File: config.mk
export PLATFORM = sky130hd
export DESIGN_NAME = mult_controller
export DESIGN_NICKNAME = d
export VERILOG_FILES = /design/src/rtl/mult_pkg.sv /design/src/rtl/mult_datapath.sv /design/src/rtl/mult_controller.sv
export SDC_FILE = /design/constraint.sdc
export NUM_CORES = 1
export LEC_CHECK = 0
export ABC_AREA = 1
export CORE_UTILIZATION = 55
export CTS_CLUSTER_SIZE = 30
export DETAILED_ROUTE_END_ITERATION = 10
export GPL_TIMING_DRIVEN = 0
export HOLD_SLACK_MARGIN = 0.15
export PLACE_DENSITY = 0.8
export SYNTH_ARGS = -nofsm -noshare
export SYNTH_HDL_FRONTEND = slang
export SYNTH_HIERARCHICAL = 1
export SYNTH_SLANG_ARGS = --single-unit
export TNS_END_PERCENT = 5
File: constraint.sdc
create_clock -name CLK_in -period 2 [get_ports CLK_in]
set_input_delay 0.5 -clock CLK_in [delete_from_list [all_inputs] [get_ports CLK_in]]
set_output_delay 0.5 -clock CLK_in [all_outputs]
set_load 0.01 [all_outputs]
File: src/rtl/mult_pkg.sv
// Shared types and constants for the shift-add multiplier demo controller.
package mult_pkg;

  localparam int MULT_WIDTH = 8;
  localparam int MULT_CNT_W = $clog2(MULT_WIDTH);

  localparam logic [1:0] LIGHT_INPUT  = 2'b01;
  localparam logic [1:0] LIGHT_RESULT = 2'b10;

  typedef enum logic [1:0] {
    IDLE = 2'd0,
    LOAD = 2'd1,
    RUN  = 2'd2,
    SHOW = 2'd3
  } state_t;

  // Count width for an arbitrary operand width; a 1-bit operand still needs one count bit.
  function automatic int cnt_width(input int w);
    return (w > 1) ? $clog2(w) : 1;
  endfunction

endpackage

File: src/rtl/mult_datapath.sv
// Operand latches, accumulator/shift register and adder for the iterative multiply.
module mult_datapath #(
  parameter int WIDTH = 8
) (
  input  logic                 clk_i,
  input  logic                 rst_i,
  input  logic                 load_i,
  input  logic                 clear_i,
  input  logic                 step_i,
  input  logic [2*WIDTH-1:0]   src_i,
  output logic [2*WIDTH-1:0]   product_o
);

  logic [WIDTH-1:0]   src1_q;
  logic [WIDTH-1:0]   src2_q;
  logic [2*WIDTH:0]   p_q;
  logic [WIDTH:0]     sum;
  logic [2*WIDTH:0]   acc;
  logic [2*WIDTH:0]   p_d;

  // The extra top bit of P holds the adder carry until the shift brings it down.
  always_comb begin
    sum = {1'b0, p_q[2*WIDTH-1:WIDTH]} + {1'b0, src1_q};
    acc = p_q[0] ? {sum, p_q[WIDTH-1:0]} : p_q;
    p_d = acc >> 1;
  end

  assign product_o = p_d[2*WIDTH-1:0];

  always_ff @(posedge clk_i) begin
    if (rst_i) begin
      src1_q <= '0;
      src2_q <= '0;
      p_q    <= '0;
    end else begin
      if (load_i) begin
        src1_q <= src_i[2*WIDTH-1:WIDTH];
        src2_q <= src_i[WIDTH-1:0];
      end
      if (clear_i) begin
        p_q <= {{(WIDTH+1){1'b0}}, src2_q};
      end else if (step_i) begin
        p_q <= p_d;
      end
    end
  end

endmodule

File: src/rtl/mult_controller.sv
// Button-driven sequencer: latches operands, runs the shift-add datapath, holds the product.
module mult_controller
  import mult_pkg::*;
#(
  parameter int WIDTH = MULT_WIDTH
) (
  input  logic                 CLK_in,
  input  logic                 Reset,
  input  logic                 Button_in,
  input  logic [2*WIDTH-1:0]   Switch,
  output logic [2*WIDTH-1:0]   Data_out,
  output logic [1:0]           Light,
  output logic                 Busy,
  output logic                 Done
);

  localparam int CW = cnt_width(WIDTH);
  localparam logic [CW-1:0] LAST = CW'(WIDTH - 1);

  state_t             state_q;
  logic               btn_q;
  logic [CW-1:0]      count_q;
  logic [2*WIDTH-1:0] product_q;
  logic               busy_q;
  logic               done_q;
  logic               press;
  logic [2*WIDTH-1:0] dp_product;

  assign press = Button_in & ~btn_q;

  mult_datapath #(.WIDTH(WIDTH)) u_dp (
    .clk_i     (CLK_in),
    .rst_i     (Reset),
    .load_i    ((state_q == IDLE) && press),
    .clear_i   (state_q == LOAD),
    .step_i    (state_q == RUN),
    .src_i     (Switch),
    .product_o (dp_product)
  );

  always_ff @(posedge CLK_in) begin
    if (Reset) begin
      state_q   <= IDLE;
      btn_q     <= 1'b0;
      count_q   <= '0;
      product_q <= '0;
      busy_q    <= 1'b0;
      done_q    <= 1'b0;
    end else begin
      btn_q  <= Button_in;
      done_q <= 1'b0;
      case (state_q)
        IDLE: begin
          if (press) begin
            state_q <= LOAD;
            busy_q  <= 1'b1;
          end
        end
        LOAD: begin
          count_q <= '0;
          state_q <= RUN;
        end
        RUN: begin
          count_q <= count_q + 1'b1;
          if (count_q == LAST) begin
            product_q <= dp_product;
            state_q   <= SHOW;
            busy_q    <= 1'b0;
            done_q    <= 1'b1;
          end
        end
        SHOW: begin
          if (press) state_q <= IDLE;
        end
        default: state_q <= IDLE;
      endcase
    end
  end

  // Outside SHOW the display tracks the switches live.
  assign Data_out = (state_q == SHOW) ? product_q : Switch;
  assign Light    = (state_q == SHOW) ? LIGHT_RESULT : LIGHT_INPUT;
  assign Busy     = busy_q;
  assign Done     = done_q;

endmodule

* After elaboration in Yosys (flattened, before gate mapping) *
Index checks and enable logic that the tools add are counted.

cells by class
  $add $sub $neg = 2
  equal/unequal tests = 7
  multiplexer cells = 14
  bitwise logic cells = 3
  reduce and logical (&&, ||, !) cells = 9

operators with widths
  operator                                             number
  2-to-1 mux 17 bit                                    1
  2-to-1 mux 16 bit                                    1
  2-to-1 mux 8 bit                                     2
  adder 8 x 8 -> 9 bit                                 1
  2-to-1 mux 2 bit                                     4
  case mux 2 bit (4 select lines)                      1
  != test 2 bit, second input constant                 3
  case mux 3 bit (2 select lines)                      1
  AND reduction 3 bit                                  2
  equality test 2 bit, second input constant           2
  nonzero test 2 bit                                   2
  OR reduction 2 bit                                   2
  adder 3 x 1 -> 3 bit, second input constant          1
  equality test 3 bit, second input constant           1
  2-to-1 mux 1 bit                                     3
  equality test 2 x 1 -> 1 bit, second input constant  1
  logical NOT 2 bit                                    1
  inverter 1 bit                                       2
  case mux 1 bit (2 select lines)                      1
  AND reduction 2 bit                                  1
  AND 1 bit                                            1
  logical AND 1 bit                                    1

word-level totals
  register bits = 56
  word-level logic and storage cells = 45

* Depth between registers and ports, before layout *
Gate-level depths: netlist of the first run.

  word-level depth = 4
  gate-level depth with buffers = 15
  mapped depth without buffers = 14

* Cells and area by module *
Netlist of the first run, hierarchy kept.

by module, submodules not included
  module           times used  cells each  area each (um^2)  sequential area each (um^2)
  mult_datapath    1           251         1757.9            640.6
  mult_controller  1           176         1199.9            480.5

* Least setup slack after synthesis of the first run *
Ideal clock, no wire load.

  path type = flip-flop to flip-flop
  from = reg u_dp.p_q[8]
  to = reg product_q[13]
  setup time = 0.116 ns
  data arrival time = 1.662 ns
  setup slack = 0.222 ns
  cell stages (with the launch flop) = 15
  period minus slack after synthesis = 1.778 ns
  path through = dfxtp_1 ha_1 inv_1 fa_1 inv_1 nand2_1 nand2_1 nand3_1 nand2_1 nand2_1 nand3_1 nand2_1 buf_4 o21ai_0 nor2_1

on the way
  longest elaborated chain between the ends = 2

ends and longest elaborated chain
  item                    line                   RTL
  start, declared         mult_datapath.sv:16    logic [2*WIDTH:0] p_q;
  start signal, assigned  mult_datapath.sv:41    p_q <= {{(WIDTH+1){1'b0}}, src2_q};
  start signal, assigned  mult_datapath.sv:43    p_q <= p_d;
  adder 8 x 8 -> 9 bit    mult_datapath.sv:23    sum = {1'b0, p_q[2*WIDTH-1:WIDTH]} + {1'b0, src1_q};
  2-to-1 mux 17 bit       mult_datapath.sv:24    acc = p_q[0] ? {sum, p_q[WIDTH-1:0]} : p_q;
  via u_dp.acc[14]        mult_datapath.sv:18    logic [2*WIDTH:0] acc;
  end signal, assigned    mult_controller.sv:66  product_q <= dp_product;
  end, declared           mult_controller.sv:23  logic [2*WIDTH-1:0] product_q;

The timed path passes the listed nets, and every way through them passes these cells.
A chain may end at the register's enable or synchronous reset.

* Worst setup path after layout of the first run *
  from = reg u_dp.src1_q[0]
  to = reg product_q[11]

on the way
  longest elaborated chain between the ends = 2

ends and longest elaborated chain
  item                    line                 RTL
  start, declared         mult_datapath.sv:14  logic [WIDTH-1:0] src1_q;
  start signal, assigned  mult_datapath.sv:37  src1_q <= src_i[2*WIDTH-1:WIDTH];
  adder 8 x 8 -> 9 bit    mult_datapath.sv:23
  2-to-1 mux 17 bit       mult_datapath.sv:24
  via u_dp.acc[12]        mult_datapath.sv:18

The timed path passes the listed nets, and every way through them passes these cells.

==> results of run 1 <==
cell usage in the layout (no fill, tap or decap), drive strengths merged, types with 2 or more instances in the layout:
cell / instances
o221ai: 7
a21oi: 15
inv: 37
or2: 3
o21ai: 41
nor2: 88
nand3b: 2
ha: 16
clkdlybuf4s15: 3
buf: 35
clkbuf: 13
dlygate4sd2: 3
nand2: 101
nor3: 8
nand3: 18
clkdlybuf4s50: 21
dfxtp: 56
cells by family after synthesis:
kind of cell | Yosys count | share of synthesized area
buf+inv | 68 | 0.122
compound gates | 65 | 0.120
flops | 56 | 0.379
fa+ha+maj | 17 | 0.0744
simple gates | 221 | 0.304
worst reg2reg max path, stage by stage, from the launching register on:
cell and delay, ps:
dfxtp_2 380, ha_4 140, inv_1 40, fa_1 370, inv_2 80, nand2_1 80, nand2_2 100, and2_4 140
nand2_1 70, nand3_2 100, nand2_1 60, buf_4 130, o21ai_2 140, nor2_1 50
area by class of cell:
| type | instances | area, sq um | share of cell area |
|---|---|---|---|
| Inverter | 38 | 155 | 0.0435 |
| Clock inverter | 1 | 30.0 | 0.00842 |
| Tap cell | 70 | 87.6 | 0.0246 |
| Clock buffer | 5 | 68.8 | 0.0193 |
| Buffer | 30 | 240 | 0.0674 |
| Timing Repair Buffer | 40 | 334 | 0.0937 |
| Sequential cell | 56 | 1130 | 0.317 |
| Multi-Input combinational cell | 303 | 1520 | 0.426 |
cell usage after synthesis (2+ instances only):
master / n / area, sq um
nand2_1: 100 / 375
nor2_1: 88 / 330
dfxtp_1: 56 / 1120
inv_1: 32 / 120
o21ai_0: 29 / 145
buf_4: 17 / 128
ha_1: 16 / 200
nand3_1: 16 / 80.1
a21oi_1: 15 / 75.1
o21ai_1: 12 / 60.1
nor3_1: 8 / 40.0
o221ai_1: 7 / 61.3
clkbuf_1: 5 / 18.8
buf_2: 4 / 20.0
inv_2: 4 / 15.0
buf_6: 2 / 22.5
nand3_2: 2 / 20.0
nand3b_1: 2 / 15.0
or2_1: 2 / 12.5
routing by layer:
| metal | wire length [um] | global-route usage | vias to the layer above | part of all wire |
|---|---|---|---|---|
| met2 | 3240 | 0.438 | 72 | 0.47 |
| met1 | 3270 | 0.350 | 1183 | 0.47 |
| met3 | 350 | 0.0437 | 6 | 0.051 |
| met5 | 0 | 0 | - | 0 |
| li1 | - | - | 1438 | - |
| met4 | 59 | 0.0556 | 0 | 0.0085 |
state kept, by name, summed over array words and instances (netlist names):
name,flops
product_q,16
state_q,2
u_dp/p_q,16
u_dp/src1_q,8
count_q,3
btn_q,1
Done,1
u_dp/src2_q,8
Busy,1
where the power goes:
group          switching (mW)  internal [mW]  leakage [nW]
logic                    1.15          0.835          1.22
registers               0.194           1.38         0.459
clock network           0.350          0.360        0.0501
repair_timing:
action,in CTS,in global routing
gates resized for setup,67,13
endpoints found under the hold margin,0,0
pin swaps,0,2
gates cloned,1,0
setup endpoints to repair,19,19
setup buffers,1,0
path summary, 6_finish.rpt:
| kind | start | endpoint | depth (start not counted) |
|---|---|---|---|
| setup / recovery | u_dp/src1_q[0]$_SDFFE_PP0P_ | product_q[11]$_SDFFE_PP0P_ | 13 |
| hold / removal | count_q[1]$_SDFFE_PP0P_ | count_q[1]$_SDFFE_PP0P_ | 2 |
| setup reg to reg | u_dp/src1_q[0]$_SDFFE_PP0P_ | product_q[11]$_SDFFE_PP0P_ | 13 |
| hold reg to reg | count_q[1]$_SDFFE_PP0P_ | count_q[1]$_SDFFE_PP0P_ | 2 |
through the flow:
| step | instances | setup WS [ps] | total power, mW | cell area [sq um] |
|---|---|---|---|---|
| 2_1_floorplan | 427 | 222 | 2.96 | 2960 |
| 5_1_grt | 543 | -25.9 | 4.61 | 3560 |
| 4_1_cts | 543 | 0.720 | 4.25 | 3550 |
| 6_report | 543 | 54.6 | 4.27 | 3560 |
| 3_3_place_gp | 535 | -292 | 3.44 | 3430 |
| 3_5_place_dp | 535 | -302 | 3.49 | 3430 |
==> summary.md, run 1 <==
| Metric | Value |
|---|---|
| TritonCTS clock tree | `yes` |
| Number of port buffers | `38` |
| Final Cycle Share | `0.973` |
| Mapped Avg Cell Area | `between 6 and 7 sq um` |
| Area Growth Syn to Fin | `20.5%` |
| Skew-Pair Late Insertion Delay | `300 ps` |
| Peak Freq | `0.514 GHz` |
| Final setup TNS | `0 ps` |
| CP Launch Type | `register` |
| Critical path required time | `2200 ps` |
| Layout cell share with drive strength beyond 1 | `0.137` |
| Fill count | `~460` |
| CTS H-tree depth | `2` |
| Mean routed wirelength per cell | `12.8 um` |
| Cell Chain, Critical Path | `ha_4 > inv_1 > fa_1 > inv_2 > nand2_1 > nand2_2 > and2_4 > nand2_1 > nand3_2 > nand2_1 > buf_4 > o21ai_2 > nor2_1` |
| HP Class | `register to register` |
| MaxCap Viol Count | `0` |
| Drt via density | `4.97` |
| Final min period | `1950 ps` |
| Die Height | `75.3 um` |
| Buf/Inv on CP | `3` |
| Hold Fails Final Rpt | `0` |
| Smallest hold slack | `477 ps` |
| Max Slew Vio Count | `0` |
| NumNets Final | `510` |
| Final core utilization | `0.694` |
| DRC errors left | `0` |
| CP Capture Type | `register` |
| Clock tree buffer depth | `2` |
| First-pass GRT wire length | `11.2 mm` |
| Number of synthesized flops with an enable pin | `0` |
| Detail Placement HPWL | `5.05 mm` |
| Vias in the first global route | `2539` |
| Ys flop type | `dfxtp_1` |
| Die Span X | `75.3 um` |
| Final setup violation count | `0` |
| Top delay family on crit path | `simple AND/OR/NAND/NOR gates` |
| Slew HR | `0.658` |
| Status | `finished clean` |
| Total Die Area | `0.00568 sq mm` |
| Initial antenna violation count | `0` |
| Measured slew at the worst slew-check pin | `512 ps` |
| Unique masters post-synth | `29` |
| Yosys synthesis warning count | `6` |
| Row count | `26` |
| Pwr/cell area | `1200 mW/mm^2` |
| DRT antenna net count | `0` |
| DRT iter0 DRCs | `167` |
| VDD IR-drop max | `0.736 mV` |
| CTS Buf Count | `5` |
| I/O pin count | `39` |
| Syn Nets | `463` |
| RSZ-0062 raised after global routing | `true` |
| Pin count of the biggest net entering global routing | `16` |
| Yosys reg bits | `56` |
| # diodes | `0` |
| Sequential fraction of the synthesis area | `0.379` |
| Crit path max-delay cell type | `dfxtp_2` |
| Clk root buf | `clkbuf_8` |
| Cts hold-fix bufs | `0` |
| Synth Instances | `427` |
| Reg2reg setup slack | `50 ps` |
| LEAKAGE | `roughly 1.7 nW` |
| Drt pass-1 iters | `4` |
| All-Layer GR Usage | `0.259` |
| Initial core utilization | `0.575` |
| CP most frequent cell | `nand2_1` |
| Core Region | `0.00514 sq mm` |
| WP data arrival | `2150 ps` |
| Clock slew seen by the registers of the worst setup and hold paths | `approximately 90 ps` |
| Largest fanout on the critical path | `2` |
| Final WL | `6.93 mm` |
| Post-Syn Area | `0.00296 sq mm` |
| Vias | `between 2k and 3k` |
| Routability Congestion | `roughly 0.88` |
| Total gr overflow | `0` |
| Critical path class | `register to register` |
| CTS sink cnt | `56` |
| Worst Skew | `approximately 6 ps` |
| Ys async rst share | `0` |
| Slowest cell delay on critical path | `380 ps` |
Note: power is estimated with default switching activity, not from simulation.
==> inputs of run 2 (changes only) <==
--- a/config.mk
+++ b/config.mk
@@ -12,6 +12,7 @@
 export GPL_TIMING_DRIVEN = 0
 export HOLD_SLACK_MARGIN = 0.15
 export PLACE_DENSITY = 0.8
+export SLEW_MARGIN = 20
 export SYNTH_ARGS = -nofsm -noshare
 export SYNTH_HDL_FRONTEND = slang
 export SYNTH_HIERARCHICAL = 1
==> results of run 2 <==
No change in the layout: final DEF, timing and power equal those of run 1.
==> inputs of run 3 (changes only) <==
--- a/config.mk
+++ b/config.mk
@@ -5,13 +5,13 @@
 export SDC_FILE = /design/constraint.sdc
 export NUM_CORES = 1
 export LEC_CHECK = 0
-export ABC_AREA = 1
 export CORE_UTILIZATION = 55
 export CTS_CLUSTER_SIZE = 30
 export DETAILED_ROUTE_END_ITERATION = 10
+export GPL_ROUTABILITY_DRIVEN = 1
 export GPL_TIMING_DRIVEN = 0
 export HOLD_SLACK_MARGIN = 0.15
-export PLACE_DENSITY = 0.8
+export PLACE_DENSITY = 0.79
 export SLEW_MARGIN = 20
 export SYNTH_ARGS = -nofsm -noshare
 export SYNTH_HDL_FRONTEND = slang
==> run 3 against run 2 <==
Net effect:
- the flow now finishes with violations (setup timing)
- global-route usage decreased by 1.6 points
- count of clock-buffer cells in the layout is 1 higher
- cell count shrank 15%
- die area grew 2.9%
- critical path depth decreased by 8
- via count shrank 10%
- worst setup slack got worse by 93 ps
- non-clock buffer count up 13
- critical endpoint is now Data_out[12]
- largest cell class unchanged
- highest routed layer unchanged
==> summary.md, run 3 <==
| Metric | Value |
|---|---|
| CP Depth | `5` |
| Die Height | `roughly 76 um` |
| Core Region | `roughly 0.0052 sq mm` |
| Sequential fraction of the synthesis area | `0.368` |
| VDD IR-drop max | `0.555 mV` |
| Initial core utilization | `0.585` |
| I/O pin count | `39` |
| Leading cell type in the layout, fill and taps excluded | `dfxtp_1` |
| Mapped Avg Cell Area | `roughly 9 sq um` |
| Largest regs | `product_q x16, u_dp/p_q x16` |
| Row count | `26` |
| Total gr overflow | `0` |
| Worst hold start | `product_q[12]$_SDFFE_PP0P_` |
| Cts hold-fix bufs | `0` |
| Post-Syn Area | `0.00305 sq mm` |
| Area leader, netlist | `dfxtp_1` |
| Post-synth top cells | `56 x dfxtp_1, 40 x nor2_1, 35 x nand2_1, 30 x mux2i_1, 24 x a21oi_1` |
| # diodes | `0` |
| CTS Buf Count | `5` |
| Mean routed wirelength per cell | `14.6 um` |
| DRT iter0 DRCs | `99` |
| CP Capture Type | `output port` |
| DRT antenna net count | `0` |
| Clk root buf | `clkbuf_8` |
| Drt pass-1 iters | `4` |
| Drt via density | `roughly 5.3` |
| Hold depth | `2` |
| Area Growth Syn to Fin | `26.9%` |
| Pin count of the biggest net entering global routing | `17` |
| Clock tree buffer depth | `2` |
| Final non-filler cell total | `461` |
| Die Span X | `76.4 um` |
| Hold Fails Final Rpt | `0` |
| Detail Placement HPWL | `about 4.5 mm` |
| Pwr/cell area | `892 mW/mm^2` |
| Violated checks | `setup timing` |
| WP data arrival | `between 1500 and 2000 ps` |
| Final core utilization | `0.743` |
| Vias | `2428` |
| Measured slew at the worst slew-check pin | `600 ps` |
| Ys flop type | `dfxtp_1` |
| Final setup violation count | `14` |
| Top delay family on crit path | `buffers and inverters` |
| Largest fanout on the critical path | `8` |
| Worst Skew | `approximately 7.5 ps` |
| Buf/Inv on CP | `3` |
| Final min period | `roughly 2000 ps` |
| Unique masters post-synth | `41` |
| Final Power | `3.45 mW` |
| Syn Nets | `between 300 and 400` |
| R2r endpoint | `product_q[13]$_SDFFE_PP0P_` |
| Critical path class | `register to output port` |
| Final std cell area, no fill | `0.00386 sq mm` |
| CTS sink cnt | `56` |
| Synth Instances | `~340` |
| Area share of the largest cell type after synthesis | `0.368` |
| Routability Congestion | `0.795` |
| All-Layer GR Usage | `0.243` |
| Number of port buffers | `38` |
| Initial antenna violation count | `0` |
| Reg2reg setup slack | `30 ps` |
| Peak Freq | `0.491 GHz` |
| Reg2reg start | `u_dp/p_q[8]$_SDFFE_PP0P_` |
| Total Die Area | `a little under 0.006 sq mm` |
| Final WL | `between 6 and 7 mm` |
| Status | `finished, violations left` |
| Critical path required time | `~1500 ps` |
| Hold endpoint | `product_q[12]$_SDFFE_PP0P_` |
| CTS H-tree depth | `2` |
| Layout cell share with drive strength beyond 1 | `0.297` |
| Ys async rst share | `0` |
| DP Cell Count | `443` |
| MaxCap Viol Count | `0` |
| Most frequent cells in the layout | `51 x dfxtp_1, 40 x nor2_1, 34 x nand2_1` |
| Cell Chain, Critical Path | `ha_4 > buf_12 > buf_8 > mux2_4 > buf_6` |
| NumNets Final | `~430` |
| HP Class | `register to register` |
| Final Cycle Share | `1.02` |
| Yosys reg bits | `56` |
| Slowest cell delay on critical path | `370 ps` |
| RSZ-0062 raised after global routing | `true` |
| Max Slew Vio Count | `0` |
| Yosys synthesis warning count | `6` |
| Skew-Pair Late Insertion Delay | `300 ps` |
| Placed Area | `0.00353 sq mm` |
| Top-count cell post-synth | `dfxtp_1` |
| LEAKAGE | `about 1.6 nW` |
| CP Launch Type | `register` |
| Crit path max-delay cell type | `dfxtp_2` |
| DRC errors left | `0` |
| Vias in the first global route | `2393` |
| First-pass GRT wire length | `11.3 mm` |
| Number of synthesized flops with an enable pin | `0` |
| TritonCTS clock tree | `yes` |
| Clock slew seen by the registers of the worst setup and hold paths | `100 ps` |
| Synth area leaders | `dfxtp_1 37%, mux2i_1 9.9%, mux2_2 7.8%, ha_1 6.6%, nor2_1 4.9%` |
| Slew HR | `0.600` |
| Setup ws final | `-38.0 ps` |
| Worst reg-to-reg path cell count | `10` |
[run 3: cell types whose count changed after synthesis, moves of 6 or more]
| cell | change |
|---|---|
| a21oi_2 | +10 |
| o21ai_0 | -23 |
| nand3_1 | -12 |
| a21oi_1 | +9 |
| o21ai_1 | -12 |
| inv_1 | -22 |
| mux2_2 | +21 |
| nand2_1 | -65 |
| nand2b_1 | +6 |
| nor2_1 | -48 |
| o221ai_1 | -7 |
| mux2i_1 | +30 |
[run 3: cell type report]
cell class / instances / area (sq um)
Tap cell: 70 / 87.6
Multi-Input combinational cell: 234 / 1750
Fill cell: 377 / 1340
Sequential cell: 56 / 1130
Clock inverter: 2 / 35.0
Buffer: 34 / 260
Timing Repair Buffer: 49 / 493
Inverter: 10 / 37.5
Clock buffer: 6 / 72.6
[run 3: worst max path at each step]
stage	from	endpoint	slack, ps
after floorplan	u_dp/src1_q[0]$_SDFFE_PP0P_	product_q[13]$_SDFFE_PP0P_	10
after global placement	Button_in	u_dp/src1_q[1]$_SDFFE_PP0P_	-320
after detailed placement	Button_in	u_dp/src1_q[6]$_SDFFE_PP0P_	-370
after CTS	u_dp/src1_q[0]$_SDFFE_PP0P_	product_q[13]$_SDFFE_PP0P_	-50
after global routing	state_q[0]$_SDFFE_PP0P_	Data_out[6]	-90
final	state_q[0]$_SDFFE_PP0P_	Data_out[12]	-40
[run 3: through the flow]
step | TNS [ps] | hold WS, ps | setup WS [ps]
3_5_place_dp | -9270 | 444 | -372
5_1_grt | -1090 | 492 | -88.7
4_1_cts | -604 | 460 | -47.6
2_1_floorplan | 0 | 433 | 12.7
6_report | -263 | 459 | -38.0
3_3_place_gp | -8340 | 440 | -323
[run 3: report_power, final]
part | leakage, nW | switching (mW) | internal (mW)
sequential | 0.456 | 0.0783 | 1.23
clock | 0.0552 | 0.351 | 0.372
combinational | 1.10 | 0.698 | 0.721
[run 3: metal layers]
metal | vias up | global-route usage | share of wire
li1 | 1230 | - | -
met1 | 1146 | 0.308 | 0.47
met2 | 48 | 0.441 | 0.49
met3 | 4 | 0.0251 | 0.031
met4 | 0 | 0.0577 | 0.0063
met5 | - | 0 | 0
[run 3: worst min-delay path, cell delays in order, from the launching register on]
cell,delay [ps]
dfxtp_1,320
nand2_1,50
a21oi_1,50
[run 3: cell families after synthesis]
logic type | count (synthesis) | share of synthesized area
compound gates | 57 | 0.124
xor+xnor | 5 | 0.0144
fa+ha+maj | 17 | 0.0723
buf+inv | 45 | 0.0920
flops | 56 | 0.368
mux | 51 | 0.176
simple gates | 104 | 0.153
[run 3: repair_timing]
action,4_1_cts,5_1_grt
resized for setup,98,27
pin swaps,4,9
cloned,1,0
buffers inserted,8,2
setup endpoints to repair,30,33
endpoints found under the hold margin,0,0
